--- src/rtl/data_sram_arbiter.sv ---
// Arbitrates the single-port data SRAM between the CPU data port (port 0) and a
// secondary DMA/debug master (port 1). The CPU has priority, and port 1 is protected from starvation.
module data_sram_arbiter #(
  parameter int unsigned MAX_WAIT = 8
) (
  input  logic        clk,
  input  logic        reset,
  input  logic        p0_req,
  input  logic [3:0]  p0_we,
  input  logic [31:0] p0_addr,
  input  logic [31:0] p0_wdata,
  output logic        p0_gnt,
  output logic        p0_rvalid,
  output logic [31:0] p0_rdata,
  input  logic        p1_req,
  input  logic [3:0]  p1_we,
  input  logic [31:0] p1_addr,
  input  logic [31:0] p1_wdata,
  output logic        p1_gnt,
  output logic        p1_rvalid,
  output logic [31:0] p1_rdata,
  output logic        sram_en,
  output logic [3:0]  sram_we,
  output logic [31:0] sram_addr,
  output logic [31:0] sram_wdata,
  input  logic [31:0] sram_rdata
);

  localparam logic [7:0] MAX_W = 8'(MAX_WAIT);

  logic [7:0] wait_cnt;
  logic       resp_valid;
  logic       resp_owner;
  logic       force1;

  assign force1 = p1_req && (wait_cnt == MAX_W);
  assign p1_gnt = p1_req && (force1 || !p0_req);
  assign p0_gnt = p0_req && !force1;
  assign sram_en = p0_gnt || p1_gnt;

  always_comb begin
    sram_we    = '0;
    sram_addr  = '0;
    sram_wdata = '0;
    if (p0_gnt) begin
      sram_we    = p0_we;
      sram_addr  = p0_addr;
      sram_wdata = p0_wdata;
    end else if (p1_gnt) begin
      sram_we    = p1_we;
      sram_addr  = p1_addr;
      sram_wdata = p1_wdata;
    end
  end

  always_ff @(posedge clk) begin
    if (reset) begin
      wait_cnt   <= '0;
      resp_valid <= 1'b0;
      resp_owner <= 1'b0;
    end else begin
      if (p1_req && !p1_gnt) begin
        if (wait_cnt != MAX_W) wait_cnt <= wait_cnt + 8'd1;
      end else begin
        wait_cnt <= '0;
      end
      resp_valid <= (p0_gnt && (p0_we == 4'b0000)) || (p1_gnt && (p1_we == 4'b0000));
      if (sram_en) resp_owner <= p1_gnt;
    end
  end

  // A response in flight when reset is asserted is suppressed in that reset cycle as well.
  assign p0_rvalid = resp_valid && !resp_owner && !reset;
  assign p1_rvalid = resp_valid &&  resp_owner && !reset;
  assign p0_rdata  = p0_rvalid ? sram_rdata : '0;
  assign p1_rdata  = p1_rvalid ? sram_rdata : '0;

endmodule

--- config.mk ---
export PLATFORM = sky130hd
export DESIGN_NAME = data_sram_arbiter
export DESIGN_NICKNAME = d
export VERILOG_FILES = /design/src/rtl/data_sram_arbiter.sv
export SDC_FILE = /design/constraint.sdc
export NUM_CORES = 1
export LEC_CHECK = 0
export BUFFER_PORTS_ARGS = -buffer_cell sky130_fd_sc_hd__clkbuf_2
export CAP_MARGIN = 40
export CORE_AREA = 3 3 120 122
export DETAILED_ROUTE_END_ITERATION = 10
export DIE_AREA = 0 0 123 125
export PLACE_DENSITY_LB_ADDON = 0.25
export SLEW_MARGIN = 10
export SYNTH_ARGS = -nofsm -noshare
export SYNTH_HDL_FRONTEND = slang
export SYNTH_SLANG_ARGS = --single-unit
--- constraint.sdc ---
create_clock -name clk -period 2.15 [get_ports clk]
set_input_delay 0.3225 -clock clk [delete_from_list [all_inputs] [get_ports clk]]
set_output_delay 0.3225 -clock clk [all_outputs]
set_load 0.1 [all_outputs]
==> run metrics, run 1 <==
final max-slew violation count 0; Worst Setup End Kind primary output; wire per inst ~21 um; clk slew on worst S/H paths 0.04 ns; met2 usage between 30 and 40%; total congestion overflow 0; Cell Area, Placed about 5600 um^2; slew margin rel. between 60 and 70%; first-pass GRT wire length ~19 mm; GP Congestion between 0.8 and 0.9; sequential share of the synthesized area roughly 13%; Critical Path AT just under 2 ns; diodes inserted 0; fillers around 1,100; initial drt markers between 50 and 60; Sw Ratio between 40% and 50%; via count between 3,000 and 4,000; top cells by area, synth a22o_1 38%, and2_1 25%, dfxtp_1 13%, buf_2 3.8%, clkbuf_1 1.6%; vias in the first global route around 3,100; starting density of the core about an eighth; post-synthesis register bit count 10; H-tree depth 1; most common flop cell mapped by yosys dfxtp_1; area share of the largest cell type after synthesis between 30% and 40%; cells after synthesis 212; placed cell count 688; clk_skew between 0.003 and 0.004 ns; die extent in x ~120 um; DP HPWL roughly 11 mm; WS Path Type reg -> out; Setup-failing EPs final 68; Hold Path Depth 2; via/cell ratio about 4.4; worst-path maximum fanout 8; final WL between 10 and 15 mm; port bufs a little over 300; setup tns final -6.44 ns; Core Area between 10,000 and 15,000 um^2; die area ~15,000 um^2; Worst Setup Slack, final -0.121 ns; r2r worst-path depth 3; Final Net Count roughly 700; met3 Resource Use GR about 2.5%; area grow syn2layout 308%; CP max stage cell dfxtp_2; FP Rows 42; grt met1 use ~17%; worst-margin pin slew around 0.58 ns; CTS Buffer Depth 2; commonest non-fill, non-tap cell in the layout clkbuf_2; clk_lat worst skew 0.24 ns; Post-synth EDFFs 0; dpl ws ~0.013 ns; Ports 309; CTS sink cnt 10; Leakage Power roughly 3.1 nW; YS warnings 0; Worst Path Required approximately 1.8 ns; Max-cap violations 0; Peak VDD IR between 200 and 300 uV; nature of the critical path startpoint flip-flop; Seq pwr share 7.9%; Post-Syn Area roughly 1600 um^2; overall global routing resource usage 16.3%; unrepaired setup endpoints after global routing yes; most frequent cells in the layout 172 x clkbuf_2, 140 x buf_12, 67 x a22o_4; critical path, cell by cell inv_2 > ha_4 > and4b_2 > a22o_4 > clkbuf_16 > a22o_4 > buf_12; Non-Filler Instances about 710; Fin. Hold Viols 0; Die H about 130 um; leading area contributor after synthesis a22o_1; PD cells approximately 370 nW/um^2; cell mode on critical path a22o_4; drt drc 0; TritonCTS Buffers 3; final core occ 49.0%; Detailed Routing Iterations Pass 1 4; average footprint of a synthesized cell around 7.5 um^2; fmax approximately 440 MHz; Post-Syn Nets just under 400; FFs w/ async S/R, synth 0%; combinational power share 76.7%; Distinct cells, synth 28; period utilization 106%; status finished, violations left; CTS tree built; GR peak layer met2; antenna-violating nets left 0; cts hold-fix bufs 0; Pint around 1.2 mW; ratio of cells with drive above 1 in the final layout 82.9%; clock tree root driver cell clkbuf_16; Tmin final ~2.3 ns; Largest stage delay, worst path about 0.33 ns; clock share of power ~15%; violated checks negative setup slack; Design Area, Final around 6500 um^2; initial antenna violation count 0; Hold WC Path Type in -> reg; Sw Pwr around 1.2 mW; pin count of the biggest net entering global routing 44
## synthesized netlist by cell type (2+ instances only)
library cell	n
and2_1	64
clkbuf_1	7
nand2_1	5
o21ai_0	4
buf_2	12
inv_1	5
ha_1	2
nor2_1	6
a21oi_1	5
nor4_1	2
dfxtp_1	10
nand3_1	3
or3_1	3
a22o_1	69
xor2_1	2
## through the flow
step | power, mW | hold WS [ns]
floorplan | 1.15 | 0.392
global placement | 1.84 | 0.481
detailed placement | 1.85 | 0.515
CTS | 2.31 | 0.356
global route | 2.48 | 0.363
finish | 2.41 | 0.343
## layout make-up
| type | count | area (um^2) | share of cell area [%] |
|---|---|---|---|
| inverter | 5 | 18.8 | 0.288 |
| clock buffer | 4 | 88.8 | 1.36 |
| multi-input combinational | 177 | 1940 | 29.7 |
| sequential | 10 | 205 | 3.15 |
| timing repair buffer | 336 | 4050 | 62.1 |
| tap | 176 | 220 | 3.38 |
## worst max-delay path, delay by kind of cell, from the launching register on
kind | cells | cell delay (ns)
compound gates | 2 | 0.57
buf+inv | 3 | 0.40
flops | 1 | 0.33
simple gates | 1 | 0.26
fa+ha+maj | 1 | 0.14
## kinds of logic (layout without fill, tap and decap cells)
| group | Yosys count | count (layout) | synth area share, % |
|---|---|---|---|
| AOI/OAI and AO/OA | 79 | 80 | 41.7 |
| xor gates and xnor gates | 3 | 3 | 1.65 |
| adders and majority gates | 2 | 2 | 1.57 |
| buffers and inverters | 26 | 345 | 7.76 |
| DFF | 10 | 10 | 12.5 |
| muxes | 1 | 1 | 0.627 |
| and+or+nand+nor | 91 | 91 | 34.2 |
## power groups by stage
| stage | sequential [mW] | clock, mW | combinational [mW] |
|---|---|---|---|
| 4_1_cts | 0.190 | 0.381 | 1.74 |
| 3_3_place_gp | 0.193 | 0 | 1.64 |
| 6_report | 0.190 | 0.370 | 1.85 |
| 5_1_grt | 0.190 | 0.398 | 1.89 |
| 3_5_place_dp | 0.193 | 0 | 1.65 |
| 2_1_floorplan | 0.193 | 0 | 0.956 |
## state kept, by name (all words and copies together), names as in the netlist
| name | count |
|---|---|
| resp_valid | 1 |
| wait_cnt | 8 |
| resp_owner | 1 |
## path summary, 6_finish.rpt
kind	to	slack, ns	from
worst min-delay path	resp_owner	0.34	reset
worst max-delay path	sram_we[3]	-0.12	wait_cnt[1]
worst min register to register	wait_cnt[6]	0.52	wait_cnt[6]
worst max register to register	wait_cnt[2]	0.47	wait_cnt[5]
## layer usage
| layer | vias up | wire, um |
|---|---|---|
| met5 | - | 0 |
| met4 | 0 | 361 |
| met3 | 24 | 710 |
| met2 | 122 | 8500 |
| met1 | 1509 | 5410 |
| li1 | 1436 | - |
## repair_timing
| item | in CTS | in global routing |
|---|---|---|
| pin swaps | 13 | 49 |
| buffers inserted | 0 | 3 |
| gates resized for setup | 41 | 41 |
| setup endpoints to repair | 69 | 69 |
| gates cloned | 3 | 10 |
Power figures use the tool's default switching activity.
==> inputs of run 2 (changes only) <==
--- a/config.mk
+++ b/config.mk
@@ -5,12 +5,12 @@
 export SDC_FILE = /design/constraint.sdc
 export NUM_CORES = 1
 export LEC_CHECK = 0
+export ABC_AREA = 1
 export BUFFER_PORTS_ARGS = -buffer_cell sky130_fd_sc_hd__clkbuf_2
 export CAP_MARGIN = 40
-export CORE_AREA = 3 3 120 122
+export CORE_AREA = 3 3 119 121
 export DETAILED_ROUTE_END_ITERATION = 10
-export DIE_AREA = 0 0 123 125
-export PLACE_DENSITY_LB_ADDON = 0.25
+export DIE_AREA = 0 0 122 124
 export SLEW_MARGIN = 10
 export SYNTH_ARGS = -nofsm -noshare
 export SYNTH_HDL_FRONTEND = slang
==> run 2 against run 1 <==
  * The flow still finishes with violations (negative setup slack)
  * Synthesized area increased by 13%
  * Maximum frequency up 0.76%
  * Largest power group unchanged
  * Hold slack better by 0.049 ns
  * Clock skew is 0.00063 ns lower
  * Global-route usage decreased by 0.94 points
  * Sequential power barely moved
  * Final cell count rose by 27%
  * Count of clock-buffer cells in the layout did not move
  * Register-to-register slack better by 0.06 ns
==> run metrics, run 2 <==
via count 3,630 (+17%); r2r worst-path depth 11 (+8); Max-cap violations 0 (unchanged); H-tree depth 1 (unchanged); unrepaired setup endpoints after global routing yes; DP HPWL 10.3 mm (-10%); vias in the first global route 3,534 (+14%); Total Power 2.43 mW (+1.2%); combinational power share 77.2% (+0.5 points); critical path, cell by cell inv_2 > ha_4 > nand3_4 > nor2_4 > nand2_2 > nand2_4 > nand2_4 > inv_6 > buf_12 > buf_12 > buf_16 > nand2_2 > nand2_2 > buf_12; Leakage Power 3.53 nW (+13%); Worst Path Required 1.83 ns (about the same); Ports 309 (unchanged); first-pass GRT wire length 18.4 mm (-4.5%); Seq pwr share 7.8% (about the same); Sw Ratio 52.7% (+3.0 points); GR peak layer met2; r2r endpoint wait_cnt[1]; total congestion overflow 0 (unchanged); clk_skew 0.00267 ns (-0.000627 ns); Pint 1.15 mW (-4.9%); sequential share of the synthesized area 11.1% (-1.4 points); Post-Syn Area 1800 um^2 (+13%); CTS sink cnt 10 (unchanged); cells after synthesis 394 (+86%); violated checks negative setup slack; GP Congestion 0.772 (-9.1%); final max-slew violation count 0 (unchanged); initial antenna violation count 0 (unchanged); drt drc 0 (unchanged); max reg flops 8 (unchanged); YS warnings 0 (unchanged); Distinct cells, synth 24 (-14%); FF-to-FF Start wait_cnt[0]; Design Area, Final 7240 um^2 (+11%); area grow syn2layout 303%; top cells by area, synth nand2_1 43%, nor2_1 16%, dfxtp_1 11%, inv_1 10%, buf_6 3.1%; via/cell ratio 4.04 (-7.4%); Sw Pwr 1.28 mW (+7.3%); clock share of power 14.9% (-0.5 points); most frequent cells in the layout 174 x clkbuf_2, 145 x buf_12, 80 x nand2_1; Core Area 13,200 um^2 (-0.79%); CTS Buffer Depth 2 (unchanged); Worst Setup End Kind primary output; leading area contributor after synthesis nand2_1; Largest stage delay, worst path 0.31 ns (-0.02 ns); diodes inserted 0 (unchanged); met3 Resource Use GR 4.18% (+1.7 points); ratio of cells with drive above 1 in the final layout 77.8% (-5.1 points); Worst Setup Slack, final -0.104 ns (+0.0172 ns); CP max stage cell dfxtp_2; post-synthesis register bit count 10 (unchanged); Final Net Count 897 (+27%); Setup-failing EPs final 65 (-4.4%); Detailed Routing Iterations Pass 1 5 (+1); FFs w/ async S/R, synth 0% (unchanged); Post-Syn Nets 568 (+47%); starting density of the core 13.6% (+1.6 points); Tmin final 2.25 ns (-0.0172 ns); CTS tree built; min-delay src reset; wire per inst 14.7 um (-30%); TritonCTS Buffers 3 (unchanged); nature of the critical path startpoint flip-flop; Critical Path AT 1.93 ns (-0.02 ns); most common flop cell mapped by yosys dfxtp_1; status finished, violations left; Post-synth EDFFs 0 (unchanged); die area 15,100 um^2 (-1.6%); Die H 124 um (-0.80%); pin count of the biggest net entering global routing 31 (-30%); clk_lat worst skew 0.23 ns (about the same); period utilization 105% (-0.80 points); final WL 13.2 mm (-12%); crit-path leading delay family buffers and inverters; register area 208 um^2 (+1.2%); most flop-heavy register wait_cnt; area of the multi-input gates 2390 um^2 (+23%); synth cell count leaders 205 x nand2_1, 76 x nor2_1, 49 x inv_1, 10 x clkbuf_1, 10 x dfxtp_1; fillers 1,142 (+0.18%); die extent in x 122 um (-0.81%); WS Path Type reg -> out; commonest non-fill, non-tap cell in the layout clkbuf_2; CP Buf/Inv Count 6 (+3); Worst R2R Setup Slack 0.53 ns (+0.06 ns); met2 usage 31.4% (-1.8 points); fmax 444 MHz (+0.76%); antenna-violating nets left 0 (unchanged); Hold WC Path Type in -> reg; area share of the largest cell type after synthesis 42.8% (+4.9 points); biggest regs wait_cnt (8), resp_owner (1), resp_valid (1); average footprint of a synthesized cell 4.56 um^2 (-39%); grt met1 use 15.6% (-1.3 points); most frequent cell after synthesis nand2_1; sink of the worst hold path resp_valid; Hold Path Depth 2 (unchanged); clk slew on worst S/H paths 0.04 ns (about the same); worst-margin pin slew 0.562 ns (-0.0140 ns); port bufs 308 (unchanged); PD cells 336 nW/um^2 (-8.9%); initial drt markers 76 (+31%); Fin. Hold Viols 0 (unchanged); worst-path maximum fanout 5 (-3); cts hold-fix bufs 0 (unchanged); Peak VDD IR 237 uV (-18%); clock tree root driver cell clkbuf_16; Cell Area, Placed 6320 um^2 (+12%); dpl ws 0.0322 ns (+0.0189 ns); FP Rows 42 (unchanged); slew margin rel. 62.7% (+1.2 points); overall global routing resource usage 15.4% (-0.94 points)
==> run 2: cell types whose count changed after synthesis, sizes merged, moves of 4 or more <==
cell | before | now
nand2 | 5 | 208
nor2 | 6 | 77
a22o | 69 | 0
and2 | 64 | 0
inv | 5 | 51
a21oi | 5 | 1
buf | 14 | 10
nand3 | 3 | 7
==> run 2: area by class of cell <==
cell class / count / share of cell area (%)
clock buffers: 4 / 1.23
inverters: 51 / 2.95
flip-flops and latches: 10 / 2.87
well taps: 176 / 3.04
repair buffers: 344 / 56.9
multi-input cells: 313 / 33.0
==> run 2: worst max-delay path by stage <==
stage / startpoint / endpoint / slack, ns / cells after the start
6_report: wait_cnt[0] / sram_wdata[5] / -0.10 / 14
5_1_grt: wait_cnt[0] / sram_wdata[5] / -0.17 / 14
4_1_cts: wait_cnt[1] / sram_wdata[11] / -0.09 / 14
3_5_place_dp: wait_cnt[1] / sram_addr[23] / 0.03 / 12
3_3_place_gp: wait_cnt[0] / sram_addr[22] / 0.09 / 12
2_1_floorplan: wait_cnt[0] / sram_we[0] / -0.64 / 8
==> run 2: per-layer routing <==
| layer | routed length [um] | part of all wire (%) |
|---|---|---|
| met1 | 4250 | 32 |
| met2 | 7650 | 58 |
| met3 | 1170 | 8.8 |
| met4 | 175 | 1.3 |
| met5 | 0 | 0 |
==> run 2: power groups by stage <==
stage	Combinational, mW	Sequential (mW)	Clock (mW)
after floorplan	1.02	0.194	0
after global placement	1.70	0.194	0
after detailed placement	1.71	0.194	0
after CTS	1.86	0.191	0.367
after global routing	1.94	0.191	0.376
final	1.88	0.191	0.363
==> run 2: what timing repair did <==
action,4_1_cts,5_1_grt
gates cloned,9,1
pin swaps,28,40
gates resized for setup,73,57
setup endpoints to repair,66,68
buffers inserted,14,5
==> run 2: metrics by stage <==
step	TNS, ns	hold WS [ns]	utilization (%)	std cells
final	-3.30	0.391	54.9	898
after floorplan	-18.55	0.392	-	394
after detailed placement	0	0.546	47.9	869
after global routing	-8.03	0.410	54.9	898
after CTS	-3.85	0.405	53.6	895
after global placement	0	0.529	47.7	868
==> run 2: logic make-up (layout without fill, tap and decap cells) <==
family          after synthesis  after routing  synth area share (%)
simple gates                299            299                  65.3
buf+inv                      71            399                  17.4
flops                        10             10                  11.1
compound gates                6              6                  1.81
xor+xnor                      6              6                  2.92
fa+ha+maj                     2              2                  1.39
==> run 2: worst register-to-register path, stage by stage (launching register included) <==
cell	delay (ns)
dfxtp_2	0.31
inv_2	0.07
ha_4	0.14
nand3_4	0.07
nor2_4	0.13
nand2_2	0.08
nand2_4	0.08
buf_4	0.15
clkinv_8	0.10
buf_4	0.16
nand3_2	0.14
nor2_1	0.06
